## config.mk

```make
export PLATFORM = sky130hd
export DESIGN_NAME = servo_arbiter_flat
export DESIGN_NICKNAME = d
export VERILOG_FILES = /design/src/rtl/servo_arbiter_if.sv /design/src/rtl/servo_arbiter.sv /design/src/flat_wrapper.sv
export SDC_FILE = /design/constraint.sdc
export NUM_CORES = 1
export LEC_CHECK = 0
export ABC_CLOCK_PERIOD_IN_PS = 9900
export CORE_ASPECT_RATIO = 1.75
export CORE_MARGIN = 3
export CORE_UTILIZATION = 42
export DETAILED_ROUTE_END_ITERATION = 8
export GPL_TIMING_DRIVEN = 0
export PLACE_DENSITY = 0.66
export SETUP_SLACK_MARGIN = 0.02
export SLEW_MARGIN = 20
export SYNTH_ARGS = -nofsm -noshare
export SYNTH_HDL_FRONTEND = slang
export SYNTH_SLANG_ARGS = --single-unit
```

## constraint.sdc

```tcl
create_clock -name clk -period 9.9 [get_ports clk]
set_input_delay 1.98 -clock clk [delete_from_list [all_inputs] [get_ports clk]]
set_output_delay 1.98 -clock clk [all_outputs]
set_load 0.03 [all_outputs]
```

## src/rtl/servo_arbiter_if.sv

```systemverilog
// Servo arbitration bus: three level requests with their angles in, one slewed
// angle plus ownership status out.
interface servo_arbiter_if;
  logic [2:0] req;
  logic [7:0] angle0;
  logic [7:0] angle1;
  logic [7:0] angle2;
  logic [7:0] angle_out;
  logic [2:0] grant;
  logic       settled;
  logic       preempt;

  modport master (
    output req, angle0, angle1, angle2,
    input  angle_out, grant, settled, preempt
  );

  modport slave (
    input  req, angle0, angle1, angle2,
    output angle_out, grant, settled, preempt
  );
endinterface

```

## src/rtl/servo_arbiter.sv

```systemverilog
// Fixed-priority servo sharing (event 1 > event 2 > phase 2) with a post-release
// hold window and a slew limiter so the servo never jumps between owners.
module servo_arbiter #(
  parameter int SLEW_DIV    = 50000,
  parameter int HOLD_CYCLES = 25000000,
  parameter int IDLE_ANGLE  = 90,
  parameter int MAX_ANGLE   = 180
) (
  input  logic             clk,
  input  logic             sys_rst,
  servo_arbiter_if.slave   bus
);

  localparam int SW = (SLEW_DIV > 1)    ? $clog2(SLEW_DIV)    : 1;
  localparam int HW = (HOLD_CYCLES > 1) ? $clog2(HOLD_CYCLES) : 1;

  typedef enum logic [2:0] {
    ST_IDLE,
    ST_OWN0,
    ST_OWN1,
    ST_OWN2,
    ST_HOLD
  } state_t;

  state_t        state_q, state_d;
  logic [HW-1:0] hold_q, hold_d;
  logic          preempt_q, preempt_d;
  logic [SW-1:0] slew_q, slew_d;
  logic [7:0]    angle_q, angle_d;
  logic [7:0]    target_q, target_d;
  logic          settled_q, settled_d;
  logic [2:0]    grant_c;
  logic          any_req;
  logic [1:0]    win_idx;
  logic [1:0]    own_idx;
  logic          tick;

  function automatic logic [7:0] clamp(input logic [7:0] a);
    return (a > 8'(MAX_ANGLE)) ? 8'(MAX_ANGLE) : a;
  endfunction

  function automatic state_t own_state(input logic [1:0] idx);
    case (idx)
      2'd0:    return ST_OWN0;
      2'd1:    return ST_OWN1;
      default: return ST_OWN2;
    endcase
  endfunction

  // Lowest set request index wins; win_idx is don't-care when no request.
  // NOTE: every combinational output gets a default before any branch so no path
  // leaves it unassigned and a latch cannot be inferred.
  always_comb begin
    any_req = |bus.req;
    win_idx = 2'd0;
    if (bus.req[0])      win_idx = 2'd0;
    else if (bus.req[1]) win_idx = 2'd1;
    else if (bus.req[2]) win_idx = 2'd2;
  end

  always_comb begin
    case (state_q)
      ST_OWN1: own_idx = 2'd1;
      ST_OWN2: own_idx = 2'd2;
      default: own_idx = 2'd0;
    endcase
  end

  // State register, with the hold counter and preempt pulse that move with it.
  // NOTE: sequential state uses non-blocking assignments so every register
  // samples the pre-edge values regardless of evaluation order.
  always_ff @(posedge clk) begin
    if (sys_rst) begin
      state_q   <= ST_IDLE;
      hold_q    <= '0;
      preempt_q <= 1'b0;
    end else begin
      state_q   <= state_d;
      hold_q    <= hold_d;
      preempt_q <= preempt_d;
    end
  end

  // Next-state logic. The hold counter is cleared whenever HOLD is not entered
  // or continued, so leaving HOLD on a new request also clears it.
  always_comb begin
    state_d   = state_q;
    preempt_d = 1'b0;
    hold_d    = '0;
    case (state_q)
      ST_IDLE: begin
        if (any_req) state_d = own_state(win_idx);
      end
      ST_OWN0, ST_OWN1, ST_OWN2: begin
        if (!any_req) begin
          state_d = ST_HOLD;
          hold_d  = HW'(HOLD_CYCLES - 1);
        end else if (win_idx != own_idx) begin
          // Either a higher-priority preemption or a direct handover downward.
          state_d   = own_state(win_idx);
          preempt_d = (win_idx < own_idx);
        end
      end
      ST_HOLD: begin
        if (any_req)              state_d = own_state(win_idx);
        else if (hold_q == '0)    state_d = ST_IDLE;
        else                      hold_d  = hold_q - HW'(1);
      end
      default: state_d = ST_IDLE;
    endcase
  end

  // Output decode: grant depends only on the registered state.
  always_comb begin
    case (state_q)
      ST_OWN0: grant_c = 3'b001;
      ST_OWN1: grant_c = 3'b010;
      ST_OWN2: grant_c = 3'b100;
      default: grant_c = 3'b000;
    endcase
  end

  // Target follows the state being entered so it changes together with grant;
  // HOLD keeps whatever the last owner asked for.
  always_comb begin
    case (state_d)
      ST_IDLE: target_d = 8'(IDLE_ANGLE);
      ST_OWN0: target_d = clamp(bus.angle0);
      ST_OWN1: target_d = clamp(bus.angle1);
      ST_OWN2: target_d = clamp(bus.angle2);
      default: target_d = target_q;
    endcase
  end

  // Free-running slew divider; target changes never restart it.
  always_comb begin
    tick   = (slew_q == SW'(SLEW_DIV - 1));
    slew_d = tick ? '0 : slew_q + SW'(1);
  end

  always_comb begin
    angle_d = angle_q;
    if (tick && (angle_q < target_q))      angle_d = angle_q + 8'd1;
    else if (tick && (angle_q > target_q)) angle_d = angle_q - 8'd1;
    settled_d = (angle_d == target_d);
  end

  always_ff @(posedge clk) begin
    if (sys_rst) begin
      slew_q    <= '0;
      angle_q   <= 8'(IDLE_ANGLE);
      target_q  <= 8'(IDLE_ANGLE);
      settled_q <= 1'b1;
    end else begin
      slew_q    <= slew_d;
      angle_q   <= angle_d;
      target_q  <= target_d;
      settled_q <= settled_d;
    end
  end

  assign bus.angle_out = angle_q;
  assign bus.grant     = grant_c;
  assign bus.settled   = settled_q;
  assign bus.preempt   = preempt_q;

endmodule

```

## src/flat_wrapper.sv

```systemverilog
// flat-port wrapper written by rule: the top's interface ports become plain ports
module servo_arbiter_flat 
#(
  parameter int SLEW_DIV    = 50000,
  parameter int HOLD_CYCLES = 25000000,
  parameter int IDLE_ANGLE  = 90,
  parameter int MAX_ANGLE   = 180
)
  (clk, sys_rst, bus_req, bus_angle0, bus_angle1, bus_angle2, bus_angle_out, bus_grant, bus_settled, bus_preempt);
  servo_arbiter_if bus_i ();
  input  logic clk;
  input  logic sys_rst;
  input wire logic [$bits(bus_i.req)-1:0] bus_req;
  input wire logic [$bits(bus_i.angle0)-1:0] bus_angle0;
  input wire logic [$bits(bus_i.angle1)-1:0] bus_angle1;
  input wire logic [$bits(bus_i.angle2)-1:0] bus_angle2;
  output wire logic [$bits(bus_i.angle_out)-1:0] bus_angle_out;
  output wire logic [$bits(bus_i.grant)-1:0] bus_grant;
  output wire logic [$bits(bus_i.settled)-1:0] bus_settled;
  output wire logic [$bits(bus_i.preempt)-1:0] bus_preempt;
  assign bus_i.req = bus_req;
  assign bus_i.angle0 = bus_angle0;
  assign bus_i.angle1 = bus_angle1;
  assign bus_i.angle2 = bus_angle2;
  assign bus_angle_out = bus_i.angle_out;
  assign bus_grant = bus_i.grant;
  assign bus_settled = bus_i.settled;
  assign bus_preempt = bus_i.preempt;
  servo_arbiter #(.SLEW_DIV(SLEW_DIV), .HOLD_CYCLES(HOLD_CYCLES), .IDLE_ANGLE(IDLE_ANGLE), .MAX_ANGLE(MAX_ANGLE)) u_core (.clk(clk), .sys_rst(sys_rst), .bus(bus_i));
endmodule
```

---- Word level (Yosys, flattened, before mapping) ----
Cells that the tools add are included.
word-level totals
  bits in latches ......................... 0
  bits in registers ....................... 62
  memory bits (writable) .................. 0
  bits in read-only memories .............. 0
  memories ................................ 0
  word-level logic and storage cells ...... 63
cells by class
  shifts and indexed selects .............. 0
  $lt $le $gt $ge ......................... 6
  divide/modulo/power cells ............... 0
  multiplexer cells ....................... 22
  equal/unequal tests ..................... 11
  add/sub/neg operators ................... 4
  bitwise operators ....................... 3
  reduce and logical (&&, ||, !) cells .... 10
  $mul .................................... 0
operators with widths
  operator                                             count
  two-way mux 25 bit                                   3
  case mux 25 bit (2 select lines)                     1
  two-way mux 8 bit                                    5
  case mux 8 bit (4 select lines)                      1
  zero test 25 bit                                     1
  subtractor 25 x 1 -> 25 bit, second input constant   1
  > comparator 8 bit, second input constant            3
  case mux 3 bit (3 select lines)                      2
  adder 16 x 1 -> 16 bit, second input constant        1
  equality test 16 bit, second input constant          1
  two-way mux 3 bit                                    5
  equality test 3 x 2 -> 1 bit, second input constant  4
  adder 8 x 1 -> 8 bit, second input constant          1
  equality test 8 bit                                  1
  > comparator 8 bit                                   1
  less-than comparator 8 bit                           1
  case mux 2 bit (2 select lines)                      2
  subtractor 8 x 1 -> 8 bit, second input constant     1
  equality test 3 x 1 -> 1 bit, second input constant  2
  zero test 3 bit                                      2
  two-way mux 2 bit                                    3
  OR reduction 3 bit                                   2
  OR reduction 4 bit                                   1
  equality test 3 bit, second input constant           1
  7 further kinds                                      10

---- Logic depth before layout (Yosys ltp) ----
  word-level depth ........................ 11
  depth in mapped cells ................... 14
  mapped depth without buffers ............ 13

---- Worst setup path before layout ----
Ideal clock, no wire load.
  path type ............................... input to register
  start ................................... input port bus_req[1]
  end ..................................... register u_core.settled_q (netlist: u_core.bus.settled)
  data arrival time ....................... 4.552 ns
  buffers on the path ..................... 0
  setup time .............................. 0.060 ns
  required time ........................... 9.840 ns
  setup slack ............................. 5.288 ns
  cell stages on the path ................. 12
  cell sequence ........................... nor2b_1 -> inv_1 -> ha_1 -> and3b_1 -> a211oi_1 -> o21ai_1 -> nor2b_1 -> a31oi_1 -> a22oi_1 -> xnor2_1 -> nor4_2 -> a41o_1
between the ends
  longest elaborated chain between the ends .. 10
  elaborated cells on any way between the ends .. 18
  those cells by class .................... 6 x eq/ne; 9 x mux; 3 x reduce/logical
ends and longest elaborated chain
  what                                                             RTL line              RTL
  from (decl)                                                      flat_wrapper.sv:13    input wire logic [$bits(bus_i.req)-1:0] bus_req;
  two-way mux 2 bit                                                servo_arbiter.sv:57   else if (bus.req[1]) win_idx = 2'd1;
  two-way mux 2 bit                                                servo_arbiter.sv:56   if (bus.req[0]) win_idx = 2'd0;
  equality test 2 x 1 -> 1 bit or zero test 2 bit (tied branches)  servo_arbiter.sv:43   case (idx)
  case mux 2 bit (2 select lines)                                  servo_arbiter.sv:43
  two-way mux 3 bit                                                servo_arbiter.sv:98   end else if (win_idx != own_idx) begin
  two-way mux 3 bit                                                servo_arbiter.sv:95   if (!any_req) begin
  case mux 3 bit (3 select lines) (*)                              servo_arbiter.sv:90   case (state_q)
  equality test 3 x 2 -> 1 bit, or another cell as far along       servo_arbiter.sv:126  case (state_d)
  case mux 8 bit (4 select lines) (*)                              servo_arbiter.sv:126
  equality test 8 bit (*)                                          servo_arbiter.sv:145  settled_d = (angle_d == target_d);
  to (signal assigned)                                             servo_arbiter.sv:158  settled_q <= settled_d;
  to (decl)                                                        servo_arbiter.sv:31   logic settled_q, settled_d;
Mark *: on every way between the ends. The rest lies on a longest branch, timed or not.
A chain may end at the register's enable or synchronous reset.

---- Final worst setup path ----
Ends and elaborated chain as after synthesis.

==> flow_summary.yaml <==
logic_synthesis:
  postSynthAreaPerCell_um2: 8.42
  synthArstFlopShare_pct: 0
  synth_seq_cells: 62
  synth_largest_area_cell: "dfxtp_1"
  ys.warnings.count: 0
  synth_nets: 460
  synth_edf_count: 0
  yosysTopAreaCellShare_pct: 35.4
  ys_top_cells_by_area: "dfxtp_1 35%, xnor2_1 7.7%, nor2_1 6.1%"
  yosysMostFrequentCell: "dfxtp_1"
  synth_common_cells: "62 x dfxtp_1, 57 x nor2_1, 31 x xnor2_1"
  seq_area_frac_synth_pct: 35.4
  netlist-cell-type-count: 57
  synth_cells: 417
  syn_area_um2: 3510
  synthFlopType: "dfxtp_1"
place:
  hpwlAfterDp_um: 6230
  gp_routability_congestion: 0.852
  io_buffers: 41
  place_inst: 548
drt:
  ant_nets: 0
  wl_per_cell_um: 14.1
  drt_iter0_drc: 124
  drtPass1Iterations: 5
  routed_wirelength_um: 7960
  met2_length_um: 4420
  viasPerCell: 5.49
  met3WireLength_um: 258
  drt-met1-wl_um: 3060
  drc: 0
  vias: 3094
  maxUsedRoutingLayer: "met4"
critical_path:
  reg2reg_to: "u_core.bus.settled"
  regToRegSetupSlack_ns: 6.01
  crit_family: "compound AO/OA/AOI/OAI gates"
  r2r_cells: 13
  crit_path_start_kind: "input port"
  path_cells: "clkdlybuf4s50_1 > nor2b_1 > inv_1 > ha_1 > and3b_1 > a211oi_1 > o21ai_1 > nor2b_1 > a31oi_1 > a22oi_1 > xnor2_1 > nor4_2 > a41o_1"
  crit_path_top_delay_cell: "nor2b_1"
  crit_type: "input port to flop"
  reg2reg_from: "u_core.state_q[1]"
  cp_common_cell: "nor2b_1"
  arrival_ns: 5.69
  required_ns: 10.17
  crit_fanout: 8
  path_buf_inv: 2
  critical-path-max-stage-delay_ns: 0.54
  crit_path_end_kind: "flop"
final_layout:
  fin_cells: 564
  layout-drive-gt1-share_pct: 7.17
  antennaDiodeCount: 0
  syn_to_final_growth_pct: 23.0
  nNetsFinal: 512
  fill_cells: 762
pwr:
  p_int_uw: 518
  p_switching_uw: 188
  peakVddDrop_v: 0.0000934
  p_leak_uw: 0.00178
  swShare_pct: 26.7
  powerDensity_nw_per_um2: 164
  p_seq_share_pct: 37.6
  pwr-share-comb_pct: 20.2
  clock_power_share_pct: 42.3
min_path:
  min-delay-start: "u_core.slew_q[0]"
  min_to: "u_core.slew_q[0]"
  hp-class: "flop to flop"
  hold_path_depth: 1
floorplanning:
  die_h_um: 127
  rows: 43
  die_area_um2: 9540
  die_w_um: 75.1
  core_area_um2: 8020
  initial_utilization_pct: 43.8
  io-pin-count: 42
global_routing:
  grt_pass1_wl_um: 13800
  overflow: 0
  antenna_found_initial: 0
  grt_max_degree: 11
  grtUsageTotal_pct: 18.5
  grt_pass1_vias: 3161
clock_tree:
  clk_pin_slew_worst_paths_ns: 0.05
  cts_hold_buf: 0
  cts_buffers: 9
  cts_sinks: 62
  root_buffer: "clkbuf_16"
  htree_levels: 3
  clk_path_buf_depth: 2
  ctsResizeCount: 0
  tritoncts: "done"
  cts_setup_buffers: 0
  worstSkewPairLatency_ns: 0.33
timing:
  fin_worst_skew_ns: 0.00455
  slew_viol_final: 0
  worstMarginPinSlew_ns: 0.585
  maxSlewHeadroom_pct: 60.9
  period_minus_slack_ns: 5.42
  setup_tns_ns: 0
  rsz0062_at_grt: "false"
  fin_crit_sh_pct: 54.8
  finalSetupViolations: 0
  finalHoldViolCount: 0
  fmax_ghz: 0.184
outcome:
  status: "complete, no violations"
flow_run:
  cap_viol_max_count: 0
power groups by stage:
stage	logic, uW	clock network [uW]	registers [uW]
3_3_place_gp	141	0	270
3_5_place_dp	143	0	270
2_1_floorplan	102	0	269
4_1_cts	144	305	265
5_1_grt	160	315	266
6_report	143	299	265
flip-flops by register name (all words and copies together), names as in the netlist:
| register | count |
|---|---|
| u_core.bus.angle_out | 8 |
| u_core.bus.preempt | 1 |
| u_core.bus.settled | 1 |
| u_core.hold_q | 25 |
| u_core.slew_q | 16 |
| u_core.state_q | 3 |
| u_core.target_q | 8 |
per-stage QoR:
step	hold WS, ns	util, %	cell area, um2	total power (uW)	worst slack (ns)
after floorplan	0.413	-	3510	371	5.29
after global placement	0.423	50.3	4030	411	4.24
after detailed placement	0.443	50.3	4030	413	4.14
after CTS	0.451	53.9	4320	714	4.47
after global routing	0.473	53.9	4320	741	4.10
final	0.442	53.9	4320	706	4.48
layer usage:
layer | up-vias | global-route usage [%]
li1 | 1580 | -
met1 | 1433 | 19.1
met2 | 64 | 33.5
met3 | 17 | 4.60
met4 | 0 | 8.60
met5 | - | 0
cells by family (layout without fill, tap and decap cells):
| family | count (synthesis) | after routing | synth area share (%) |
|---|---|---|---|
| adders and majority gates | 14 | 14 | 4.99 |
| muxes | 5 | 5 | 1.46 |
| AOI/OAI and AO/OA | 86 | 86 | 17.3 |
| DFF | 62 | 62 | 35.4 |
| buffers and inverters | 31 | 88 | 3.53 |
| xor gates and xnor gates | 46 | 46 | 11.5 |
| and+or+nand+nor | 173 | 173 | 25.9 |
layout by cell type (no fill, tap or decap), drive strengths merged, types with 2 or more instances in the layout:
master | synthesis | layout
a211oi | 7 | 7
a21boi | 2 | 2
a21o | 8 | 8
a21oi | 30 | 30
a221oi | 3 | 3
a22oi | 3 | 3
a31o | 2 | 2
a31oi | 4 | 4
a32oi | 4 | 4
and3 | 10 | 10
and3b | 2 | 2
clkbuf | 10 | 22
clkdlybuf4s50 | 0 | 41
clkinv | 0 | 2
dfxtp | 62 | 62
ha | 14 | 14
inv | 20 | 20
mux2i | 4 | 4
nand2 | 25 | 25
nand2b | 12 | 12
nand3 | 10 | 10
nand4 | 4 | 4
nor2 | 57 | 57
nor2b | 10 | 10
nor3 | 10 | 10
nor3b | 3 | 3
nor4 | 7 | 7
o21a | 2 | 2
o21ai | 9 | 9
o311ai | 2 | 2
or2 | 8 | 8
or3 | 7 | 7
or4 | 3 | 3
xnor2 | 31 | 31
xor2 | 15 | 15
final cells by class:
cell class	count	area, um2	area share, %
flip-flops and latches	62	1240	28.7
multi-input cells	324	2150	49.7
repair buffers	41	410	9.50
well taps	90	113	2.61
inverters	20	75.1	1.74
clock buffers	12	236	5.48
clock inverters	4	47.5	1.10
plain buffers	11	48.8	1.13
worst max-delay path by stage:
stage	end	start	cells past startpoint	slack, ns
CTS	u_core.bus.settled	bus_req[1]	13	4.47
floorplan	u_core.bus.settled	bus_req[1]	12	5.29
finish	u_core.bus.settled	bus_req[1]	13	4.48
global route	u_core.bus.settled	bus_req[1]	13	4.10
global placement	u_core.bus.settled	bus_req[1]	13	4.24
detailed placement	u_core.bus.settled	bus_req[1]	13	4.14
Power figures use the tool's default switching activity.
